**config.mk**
```make
export PLATFORM = sky130hd
export DESIGN_NAME = reg_write_arbiter_flat
export DESIGN_NICKNAME = d
export VERILOG_FILES = /design/src/rtl/reg_arb_pkg.sv /design/src/rtl/reg_write_arbiter_if.sv /design/src/rtl/reg_write_arbiter_rr_pick.sv /design/src/rtl/reg_write_arbiter.sv /design/src/flat_wrapper.sv
export SDC_FILE = /design/constraint.sdc
export NUM_CORES = 1
export LEC_CHECK = 0
export ABC_AREA = 0
export CORE_MARGIN = 1
export CORE_UTILIZATION = 30
export DETAILED_ROUTE_END_ITERATION = 8
export GPL_TIMING_DRIVEN = 0
export SLEW_MARGIN = 40
export SYNTH_ARGS = -nofsm -noshare
export SYNTH_HDL_FRONTEND = slang
export SYNTH_SLANG_ARGS = --single-unit
```
**constraint.sdc**
```tcl
create_clock -name clk -period 1.6 [get_ports clk]
set_input_delay 0.16 -clock clk [delete_from_list [all_inputs] [get_ports clk]]
set_output_delay 0.16 -clock clk [all_outputs]
set_load 0.05 [all_outputs]
```
**src/rtl/reg_arb_pkg.sv**
```systemverilog
// Purpose: shared types and default constants for the register write arbiter.
// Latency: n/a (declarations only).
// Backpressure: n/a; also holds the index-to-one-hot helper used for gnt.
package reg_arb_pkg;

   // FSM encoding for the arbiter
   typedef enum logic {
      UNLOCKED = 1'b0,
      LOCKED   = 1'b1
   } state_e;

   localparam int DEF_WIDTH    = 8;
   localparam int DEF_NREQ     = 4;
   localparam int DEF_LOCK_MAX = 8;

   // Requester index width; the requester count is fixed at 4 in this revision
   localparam int IDX_W = 2;

   function automatic logic [DEF_NREQ-1:0] idx_onehot(input logic [IDX_W-1:0] idx);
      idx_onehot = DEF_NREQ'(1) << idx;
   endfunction

endpackage

```
**src/rtl/reg_write_arbiter_if.sv**
```systemverilog
// Purpose: request/acknowledge bundle between requesters and the arbiter.
// Latency: n/a (wiring only).
// Backpressure: none; gnt is the only acknowledge, one cycle after req.
// Signals: req/lock/wdata driven by the requester side (master);
//          q/gnt/owner/locked driven by the arbiter (slave).
interface reg_write_arbiter_if
   import reg_arb_pkg::*;
#(
   parameter int WIDTH = DEF_WIDTH,
   parameter int NREQ  = DEF_NREQ
);
   logic [NREQ-1:0]       req;
   logic [NREQ-1:0]       lock;
   logic [NREQ*WIDTH-1:0] wdata;
   logic [WIDTH-1:0]      q;
   logic [NREQ-1:0]       gnt;
   logic [IDX_W-1:0]      owner;
   logic                  locked;

   modport master (
      output req, lock, wdata,
      input  q, gnt, owner, locked
   );

   modport slave (
      input  req, lock, wdata,
      output q, gnt, owner, locked
   );
endinterface

```
**src/rtl/reg_write_arbiter_rr_pick.sv**
```systemverilog
// Purpose: combinational round-robin picker, first set req at or above ptr (mod 4).
// Latency: 0 cycles, purely combinational.
// Backpressure: none; valid is low when no request is set.
// Ports: req (requests), ptr (search start) -> valid, index (winner).
module rr_pick
   import reg_arb_pkg::*;
(
   input  logic [DEF_NREQ-1:0] req,
   input  logic [IDX_W-1:0]    ptr,
   output logic                valid,
   output logic [IDX_W-1:0]    index
);

   logic [IDX_W-1:0] cand;

   always_comb begin
      valid = 1'b0;
      index = ptr;
      cand  = ptr;
      for (int i = 0; i < DEF_NREQ; i++) begin
         // 2-bit addition wraps naturally, giving the modulo-4 search order
         cand = ptr + IDX_W'(i);
         if (!valid && req[cand]) begin
            valid = 1'b1;
            index = cand;
         end
      end
   end

endmodule

```
**src/rtl/reg_write_arbiter.sv**
```systemverilog
// Purpose: shared register with round-robin write arbitration and optional bounded lock.
// Latency: 1 cycle, req/wdata sampled in cycle N, q and gnt visible in cycle N+1.
// Backpressure: losers get no gnt and simply keep req high; no stall of winners.
// Ports: clk, reset (sync, active-high); bus (slave) carries req, lock, wdata in and
//        q, gnt, owner, locked out.
module reg_write_arbiter
   import reg_arb_pkg::*;
#(
   parameter int WIDTH    = DEF_WIDTH,
   parameter int NREQ     = DEF_NREQ,
   parameter int LOCK_MAX = DEF_LOCK_MAX
)(
   input  logic                 clk,
   input  logic                 reset,
   reg_write_arbiter_if.slave   bus
);

   localparam int CNT_W = $clog2(LOCK_MAX + 1);
   localparam logic [CNT_W-1:0] CNT_ONE = CNT_W'(1);
   localparam logic [CNT_W-1:0] CNT_MAX = CNT_W'(LOCK_MAX);
   // With LOCK_MAX of 1 the entry grant already exhausts the budget, so never lock
   localparam bit CAN_LOCK = (LOCK_MAX > 1);

   state_e           state_q, state_d;
   logic [IDX_W-1:0] ptr_q, ptr_d;
   logic [IDX_W-1:0] owner_q, owner_d;
   logic [CNT_W-1:0] cnt_q, cnt_d;
   logic [NREQ-1:0]  gnt_q, gnt_d;
   logic [WIDTH-1:0] q_q, q_d;
   logic             q_en;
   logic [IDX_W-1:0] wsel;

   logic             pick_vld;
   logic [IDX_W-1:0] pick_idx;

   rr_pick u_rr_pick (
      .req   (bus.req),
      .ptr   (ptr_q),
      .valid (pick_vld),
      .index (pick_idx)
   );

   always_comb begin
      state_d = state_q;
      ptr_d   = ptr_q;
      owner_d = owner_q;
      cnt_d   = cnt_q;
      gnt_d   = '0;
      q_en    = 1'b0;
      wsel    = owner_q;

      case (state_q)
         UNLOCKED: begin
            if (pick_vld) begin
               q_en    = 1'b1;
               wsel    = pick_idx;
               gnt_d   = idx_onehot(pick_idx);
               ptr_d   = pick_idx + 2'd1;
               owner_d = pick_idx;
               // lock only counts when it accompanies the winning req
               if (CAN_LOCK && bus.lock[pick_idx]) begin
                  state_d = LOCKED;
                  cnt_d   = CNT_ONE;
               end
            end
         end
         LOCKED: begin
            // cnt counts locked cycles whether or not the owner writes
            cnt_d = cnt_q + CNT_ONE;
            if (bus.req[owner_q]) begin
               q_en  = 1'b1;
               wsel  = owner_q;
               gnt_d = idx_onehot(owner_q);
            end
            // The write of the exiting cycle still commits; only the state changes
            if (cnt_d >= CNT_MAX) begin
               state_d = UNLOCKED;
               cnt_d   = '0;
               ptr_d   = owner_q + 2'd1;
            end else if (!bus.lock[owner_q]) begin
               state_d = UNLOCKED;
               cnt_d   = '0;
            end
         end
         default: begin
            state_d = UNLOCKED;
            cnt_d   = '0;
         end
      endcase

      q_d = bus.wdata[int'(wsel)*WIDTH +: WIDTH];
   end

   always_ff @(posedge clk) begin
      if (reset) begin
         state_q <= UNLOCKED;
         ptr_q   <= '0;
         owner_q <= '0;
         cnt_q   <= '0;
         gnt_q   <= '0;
         q_q     <= '0;
      end else begin
         state_q <= state_d;
         ptr_q   <= ptr_d;
         owner_q <= owner_d;
         cnt_q   <= cnt_d;
         gnt_q   <= gnt_d;
         if (q_en) begin
            q_q <= q_d;
         end
      end
   end

   assign bus.q      = q_q;
   assign bus.gnt    = gnt_q;
   assign bus.owner  = owner_q;
   assign bus.locked = (state_q == LOCKED);

endmodule

```
**src/flat_wrapper.sv**
```systemverilog
// flat-port wrapper written by rule: the top's interface ports become plain ports
module reg_write_arbiter_flat import reg_arb_pkg::*;
#(
   parameter int WIDTH    = DEF_WIDTH,
   parameter int NREQ     = DEF_NREQ,
   parameter int LOCK_MAX = DEF_LOCK_MAX
)
  (clk, reset, bus_req, bus_lock, bus_wdata, bus_q, bus_gnt, bus_owner, bus_locked);
  reg_write_arbiter_if #(.WIDTH(WIDTH), .NREQ(NREQ)) bus_i ();
  input  logic clk;
  input  logic reset;
  input wire logic [$bits(bus_i.req)-1:0] bus_req;
  input wire logic [$bits(bus_i.lock)-1:0] bus_lock;
  input wire logic [$bits(bus_i.wdata)-1:0] bus_wdata;
  output wire logic [$bits(bus_i.q)-1:0] bus_q;
  output wire logic [$bits(bus_i.gnt)-1:0] bus_gnt;
  output wire logic [$bits(bus_i.owner)-1:0] bus_owner;
  output wire logic [$bits(bus_i.locked)-1:0] bus_locked;
  assign bus_i.req = bus_req;
  assign bus_i.lock = bus_lock;
  assign bus_i.wdata = bus_wdata;
  assign bus_q = bus_i.q;
  assign bus_gnt = bus_i.gnt;
  assign bus_owner = bus_i.owner;
  assign bus_locked = bus_i.locked;
  reg_write_arbiter #(.WIDTH(WIDTH), .NREQ(NREQ), .LOCK_MAX(LOCK_MAX)) u_core (.clk(clk), .reset(reset), .bus(bus_i));
endmodule
```
==> summary.txt, run 1 <==
Outcome
  • Run status: finished, violations left
  • Failing checks: setup timing

Drt
  • Post-DRT Antenna Nets: 0
  • Iteration-0 DRC Markers: 91
  • Vias per cell: 5.10
  • Routed WL: 3.92 mm
  • Routed len/inst: 14.4 µm
  • Routed vias: 1388
  • Drt pass-1 iters: 4
  • Drc violations: 0

Worst setup path
  • Crit end category: flip-flop
  • R2R cell count: 9
  • CP Max Fanout: 8
  • Worst endpoint required time: 1.72 ns
  • WS Path Type: input port to flip-flop
  • Worst Setup EP: u_core.bus.q[3]
  • Startpoint class of the critical path: input port
  • R2R Path Start: u_core.ptr_q[1]
  • Critical path arrival: 1.92 ns
  • Worst R2R Setup Slack: -0.18 ns
  • Crit path from: bus_req[1]
  • Reg2reg end: u_core.bus.q[3]

Placed design
  • Port Buffers: 55
  • Dpl ws: -0.944 ns
  • Cell Area, Placed: 1990 µm²
  • DP Cell Count: 258
  • GP Congestion: 0.848
  • Hpwl dp: 2.89 mm

Floorplanning
  • Die width: 68.5 µm
  • Num ports: 57
  • Area of the core: 4120 µm²
  • Die area: 4690 µm²
  • DIE HEIGHT: 68.5 µm
  • Starting Density: 32.2%
  • Row count: 23

Synth
  • Yosys cell types: 42
  • Top_reg_cell synth: dfxtp_1
  • Syn_nets: 196
  • Top cells by area, synth: dfxtp_1 32%, mux2i_1 16%, o221ai_1 5.3%
  • Mapped Avg Cell Area: 8.67 µm²
  • Synth warn: 0
  • Async S/R FF share, synth: 0%
  • Mapped Area: 1330 µm²
  • Largest area contributor in the netlist: dfxtp_1
  • Post-synth top area share: 31.7%
  • Post-synthesis register bit count: 21
  • Post-synthesis sequential area ratio: 31.7%
  • Post-Syn Instances: 153
  • Post-synth EDFFs: 0

STA
  • RSZ-0062 raised after global routing: true
  • Final hold viol count: 0
  • Final WS setup: -0.198 ns
  • Slew Limit Headroom: 63.0%
  • Worst-Margin Slew: 0.552 ns
  • Crit path time final: 1.80 ns
  • Clk_skew: 0.00506 ns
  • Fmax: 556 MHz
  • Final Slew Violations: 0
  • Final Setup Violations: 13
  • Period utilisation layout: 112%

Clock tree
  • Clock sinks: 21
  • TritonCTS clock tree: built
  • Hold buffer count at cts: 0
  • Clk slew on worst S/H paths: 0.08 ns
  • H-tree Lvls: 1
  • Root buf cell: clkbuf_8
  • Total clock buffers created by CTS: 3
  • Worst skew pair latency: 0.26 ns
  • Longest Clk Path Bufs: 2

Global route
  • Antenna violations before repair: 0
  • Vias in the first global route: 1357
  • All-Layer GR Usage: 17.5%
  • Global-route wire length before repair: 6.18 mm
  • Overflow after GRT: 0
  • Largest net degree at the start of global routing: 12

Pwr
  • Comb power frac: 66.4%
  • Cell internal pwr: 1.97 mW
  • Net Sw Frac: 45.1%
  • Clock group share of total power: 9.7%
  • Final Power: 3.59 mW
  • LEAKAGE: 0.981 nW
  • Pwr dens: 1570 nW/µm²
  • Sequential power share: 23.8%
  • VDD IR max: 1.04 mV
  • Psw: 1.62 mW

Hold path
  • Hold depth: 3
  • Hold WC Path Type: input port to flip-flop

Cells and area
  • Nets: 266
  • Post-Layout Inst Area: 2280 µm²
  • Area growth, synth to finish: 71.8%
  • Fin cells: 272
  • Fill count: 365
  • Finished Core Util: 55.4%
  • ANT cells: 0
  • Share of cells above drive strength 1: 22.1%

Run
  • # Max-Cap Violations: 0
## area by class of cell
cell class              count  area [µm²]  area share, %
flip-flops and latches     21         437           19.2
inverters                   3        11.3          0.494
multi-input cells         123        1010           44.3
repair buffers             65         649           28.5
plain buffers               6        65.1           2.86
well taps                  50        62.6           2.75
clock buffers               4        45.0           1.98
## registers in the layout (all words and copies together), names as in the netlist
| signal | flops |
|---|---|
| u_core.cnt_q | 4 |
| u_core.bus.locked | 1 |
| u_core.bus.gnt | 4 |
| u_core.bus.q | 8 |
| u_core.bus.owner | 2 |
| u_core.ptr_q | 2 |
## worst min path at each step
| stage | startpoint | end | slack [ns] |
|---|---|---|---|
| after global placement | u_core.bus.q[5] | u_core.bus.q[5] | 0.45 |
| after detailed placement | u_core.bus.q[6] | u_core.bus.q[6] | 0.45 |
| after floorplan | bus_wdata[24] | u_core.bus.q[0] | 0.36 |
| after CTS | bus_req[3] | u_core.bus.gnt[3] | 0.20 |
| after global routing | bus_req[3] | u_core.bus.gnt[3] | 0.23 |
| final | bus_req[3] | u_core.bus.gnt[3] | 0.22 |
## what timing repair did
item,in CTS,in global routing
setup endpoints to repair,21,21
cloned,1,0
setup buffers,12,0
pin swaps,2,5
resized for setup,26,25
## metal layers
metal,wire length [µm],track usage [%],share of wire (%),vias up
met5,0,0,0,-
li1,-,-,-,699
met2,2010,29.5,51,30
met3,102,2.47,2.6,2
met4,28,4.17,0.71,0
met1,1780,23.2,45,657
## cells in the mapped netlist, types with 3 or more instances
cell type and number:
nand2b_1 3, inv_1 3, nand2_1 15, dfxtp_1 21, clkbuf_1 4, mux2i_1 21, o221ai_1 8, nor3_1 5
o21ai_0 9, nor2_1 14, a21oi_1 9, nor2b_1 6
## cells by family after synthesis
family / after synthesis / synth area share, %
buffers and inverters: 9 / 4.34
and+or+nand+nor: 56 / 22.1
AOI/OAI and AO/OA: 40 / 19.7
xor gates and xnor gates: 3 / 1.98
muxes: 23 / 19.2
DFF: 21 / 31.7
adders and majority gates: 1 / 0.943
## placed cells by master (no fill, tap or decap), types with 2 or more instances in the layout
cell type and instances:
o221ai_1 7, a21oi_1 7, nor2_1 13, clkbuf_2 2, mux2i_2 2, and3_1 2, clkdlybuf4s15_2 2, nand2b_4 2
mux2i_4 3, o21ai_0 6, dfxtp_4 4, nor2b_1 5, buf_4 6, nor3_1 4, a21oi_4 2, clkbuf_8 4
a21o_1 2, o21ai_1 4, buf_6 6, dfxtp_1 16, mux2i_1 17, clkdlybuf4s50_1 46, nand2_1 15, clkbuf_1 2
inv_1 3, dlymetal6s2s_1 5
## worst max-delay path, stage by stage
cell and delay, ns:
clkdlybuf4s15_2 0.31, or2_4 0.33, o22ai_4 0.15, nor3_4 0.07, buf_6 0.12, mux2i_4 0.20, buf_6 0.14, buf_12 0.11
mux2i_2 0.20, o221ai_1 0.12
## metrics by stage
| stage | TNS (ns) | hold slack [ns] |
|---|---|---|
| global route | -2.86 | 0.232 |
| CTS | -1.56 | 0.202 |
| floorplan | -1.06 | 0.360 |
| global placement | -13.91 | 0.448 |
| finish | -1.59 | 0.223 |
| detailed placement | -14.01 | 0.452 |
## power groups by stage
| stage | Clock, mW | Combinational (mW) | Sequential [mW] |
|---|---|---|---|
| floorplan | 0 | 0.943 | 1.34 |
| global placement | 0 | 2.01 | 0.849 |
| detailed placement | 0 | 2.03 | 0.856 |
| CTS | 0.358 | 2.41 | 0.845 |
| global route | 0.379 | 2.54 | 0.876 |
| finish | 0.348 | 2.38 | 0.855 |
No activity file was read; power rests on OpenSTA's default activity.
==> run 2, diff against run 1 <==
Settings changed: CAP_MARGIN set to 15, GPL_TIMING_DRIVEN 0 to not set, SLEW_MARGIN 40 to 10.
==> run 2 against run 1 <==
Net effect:
- maximum frequency grew 5.5%
- utilization grew 4.5 points
- total power grew 8.5%
- flip-flop and latch count is the same
- register-to-register slack gained 0.08 ns
- cell area grew 8.1%
- final cell count grew 9.2%
- the run still ends with setup timing left
- critical path type unchanged
- critical path depth shrank 1
- global-route usage grew 2.6 points
==> summary.txt, run 2 (synthesis results as in run 1) <==
Cells and area
  • ANT cells: 0
  • Area growth, synth to finish: 85.8%
  • Share of cells above drive strength 1: 40.9%
  • Most frequent cells in the layout: 48 x buf_4, 37 x clkdlybuf4s50_1, 16 x mux2i_1, 16 x dfxtp_1, 14 x nand2_1
  • Most common cell after layout, fill and taps aside: buf_4
  • Post-Layout Inst Area: 2460 µm²
  • Nets: 291
  • Max reg flops: 8

Worst setup path
  • Startpoint class of the critical path: input port
  • Crit end category: flip-flop
  • Crit path from: bus_req[3]
  • R2R Path Start: u_core.ptr_q[1]
  • Critical path arrival: 1.85 ns
  • Worst endpoint required time: 1.74 ns
  • CP Max Fanout: 8
  • WS Path Type: input port to flip-flop

Outcome
  • Run status: finished, violations left
  • Failing checks: setup timing

Placed design
  • GP Congestion: 0.860
  • Cell Area, Placed: 2150 µm²
  • Hpwl dp: 3.33 mm
  • Port Buffers: 56

Clock tree
  • Worst skew pair latency: 0.26 ns
  • Clk slew on worst S/H paths: 0.08 ns
  • H-tree Lvls: 1
  • Total clock buffers created by CTS: 3
  • TritonCTS clock tree: built
  • Longest Clk Path Bufs: 2
  • Clock sinks: 21
  • Hold buffer count at cts: 0
  • Root buf cell: clkbuf_8

Drt
  • Vias per cell: 5.16
  • Post-DRT Antenna Nets: 0
  • Routed len/inst: 15.4 µm
  • Iteration-0 DRC Markers: 77
  • Routed vias: 1534
  • Drt pass-1 iters: 4
  • Drc violations: 0
  • Routed WL: 4.59 mm

Floorplanning
  • Num ports: 57
  • Die area: 4690 µm²
  • Area of the core: 4120 µm²
  • Die width: 68.5 µm
  • DIE HEIGHT: 68.5 µm
  • Starting Density: 32.2%
  • Row count: 23

STA
  • RSZ-0062 raised after global routing: true
  • Period utilisation layout: 106%
  • Slew Limit Headroom: 76.6%
  • Clk_skew: 0.00349 ns
  • Worst-Margin Slew: 0.348 ns
  • Final hold slack: 0.478 ns
  • Final Slew Violations: 0
  • Final Setup Violations: 13
  • Fmax: 587 MHz
  • Final hold viol count: 0
  • Final WS setup: -0.104 ns
  • Crit path time final: 1.70 ns

Global route
  • Overflow after GRT: 0
  • Global-route wire length before repair: 7.05 mm
  • Largest net degree at the start of global routing: 12
  • Antenna violations before repair: 0
  • All-Layer GR Usage: 20.1%
  • Vias in the first global route: 1563

Pwr
  • LEAKAGE: 1.05 nW
  • VDD IR max: 0.722 mV
  • Pwr dens: 1580 nW/µm²

Hold path
  • Hold WC Path Type: flip-flop to flip-flop
  • Hold Crit Start: u_core.bus.q[6]

Run
  • # Max-Cap Violations: 0
run 2: cell type report:
class                      count  area (µm²)
clock buffer                   4        45.0
fill                         338        1650
inverter                       3        11.3
multi-input combinational    123        1060
sequential                    21         434
tap                           50        62.6
timing repair buffer          96         846
run 2: power by group:
part,internal [mW],switching [mW],leakage [nW]
clock network,0.178,0.181,0.0228
registers,0.723,0.145,0.176
logic,1.22,1.44,0.850
run 2: per-stage QoR:
step                      worst slack, ns  instances  utilization (%)  total power, mW  TNS [ns]
final                              -0.104        297             59.9             3.89     -1.00
after floorplan                    -0.129        153                -             2.28     -1.06
after global placement             -0.740        285             52.2             3.00    -10.76
after detailed placement           -0.808        285             52.2             3.05    -11.61
after global routing               -0.195        297             59.9             4.12     -2.06
after CTS                          -0.178        298             57.9             3.85     -1.57
run 2: worst paths after layout:
kind / end / slack (ns) / cells past startpoint
setup / recovery: u_core.bus.q[1] / -0.10 / 9
hold / removal: u_core.bus.q[6] / 0.48 / 2
setup reg to reg: u_core.bus.q[1] / -0.10 / 8
hold reg to reg: u_core.bus.q[6] / 0.48 / 2
run 2: what timing repair did:
item	4_1_cts	5_1_grt
cloned	2	0
pin swaps	6	20
setup endpoints to repair	18	20
buffers inserted	7	3
resized for setup	26	31
run 2: metal layers:
| metal | share of wire [%] | GRT usage (%) | vias up |
|---|---|---|---|
| li1 | - | - | 751 |
| met1 | 40 | 24.2 | 733 |
| met2 | 55 | 36.8 | 42 |
| met3 | 3.4 | 3.95 | 8 |
| met4 | 1.4 | 3.65 | 0 |
| met5 | 0 | 0 | - |
run 2: worst max-delay path: stages:
cell and delay (ns):
dlygate4sd2_1 0.29, or2_4 0.30, a21oi_4 0.17, nor3_4 0.06, buf_6 0.12, mux2i_4 0.19
buf_6 0.19, mux2i_2 0.21, o221ai_1 0.14
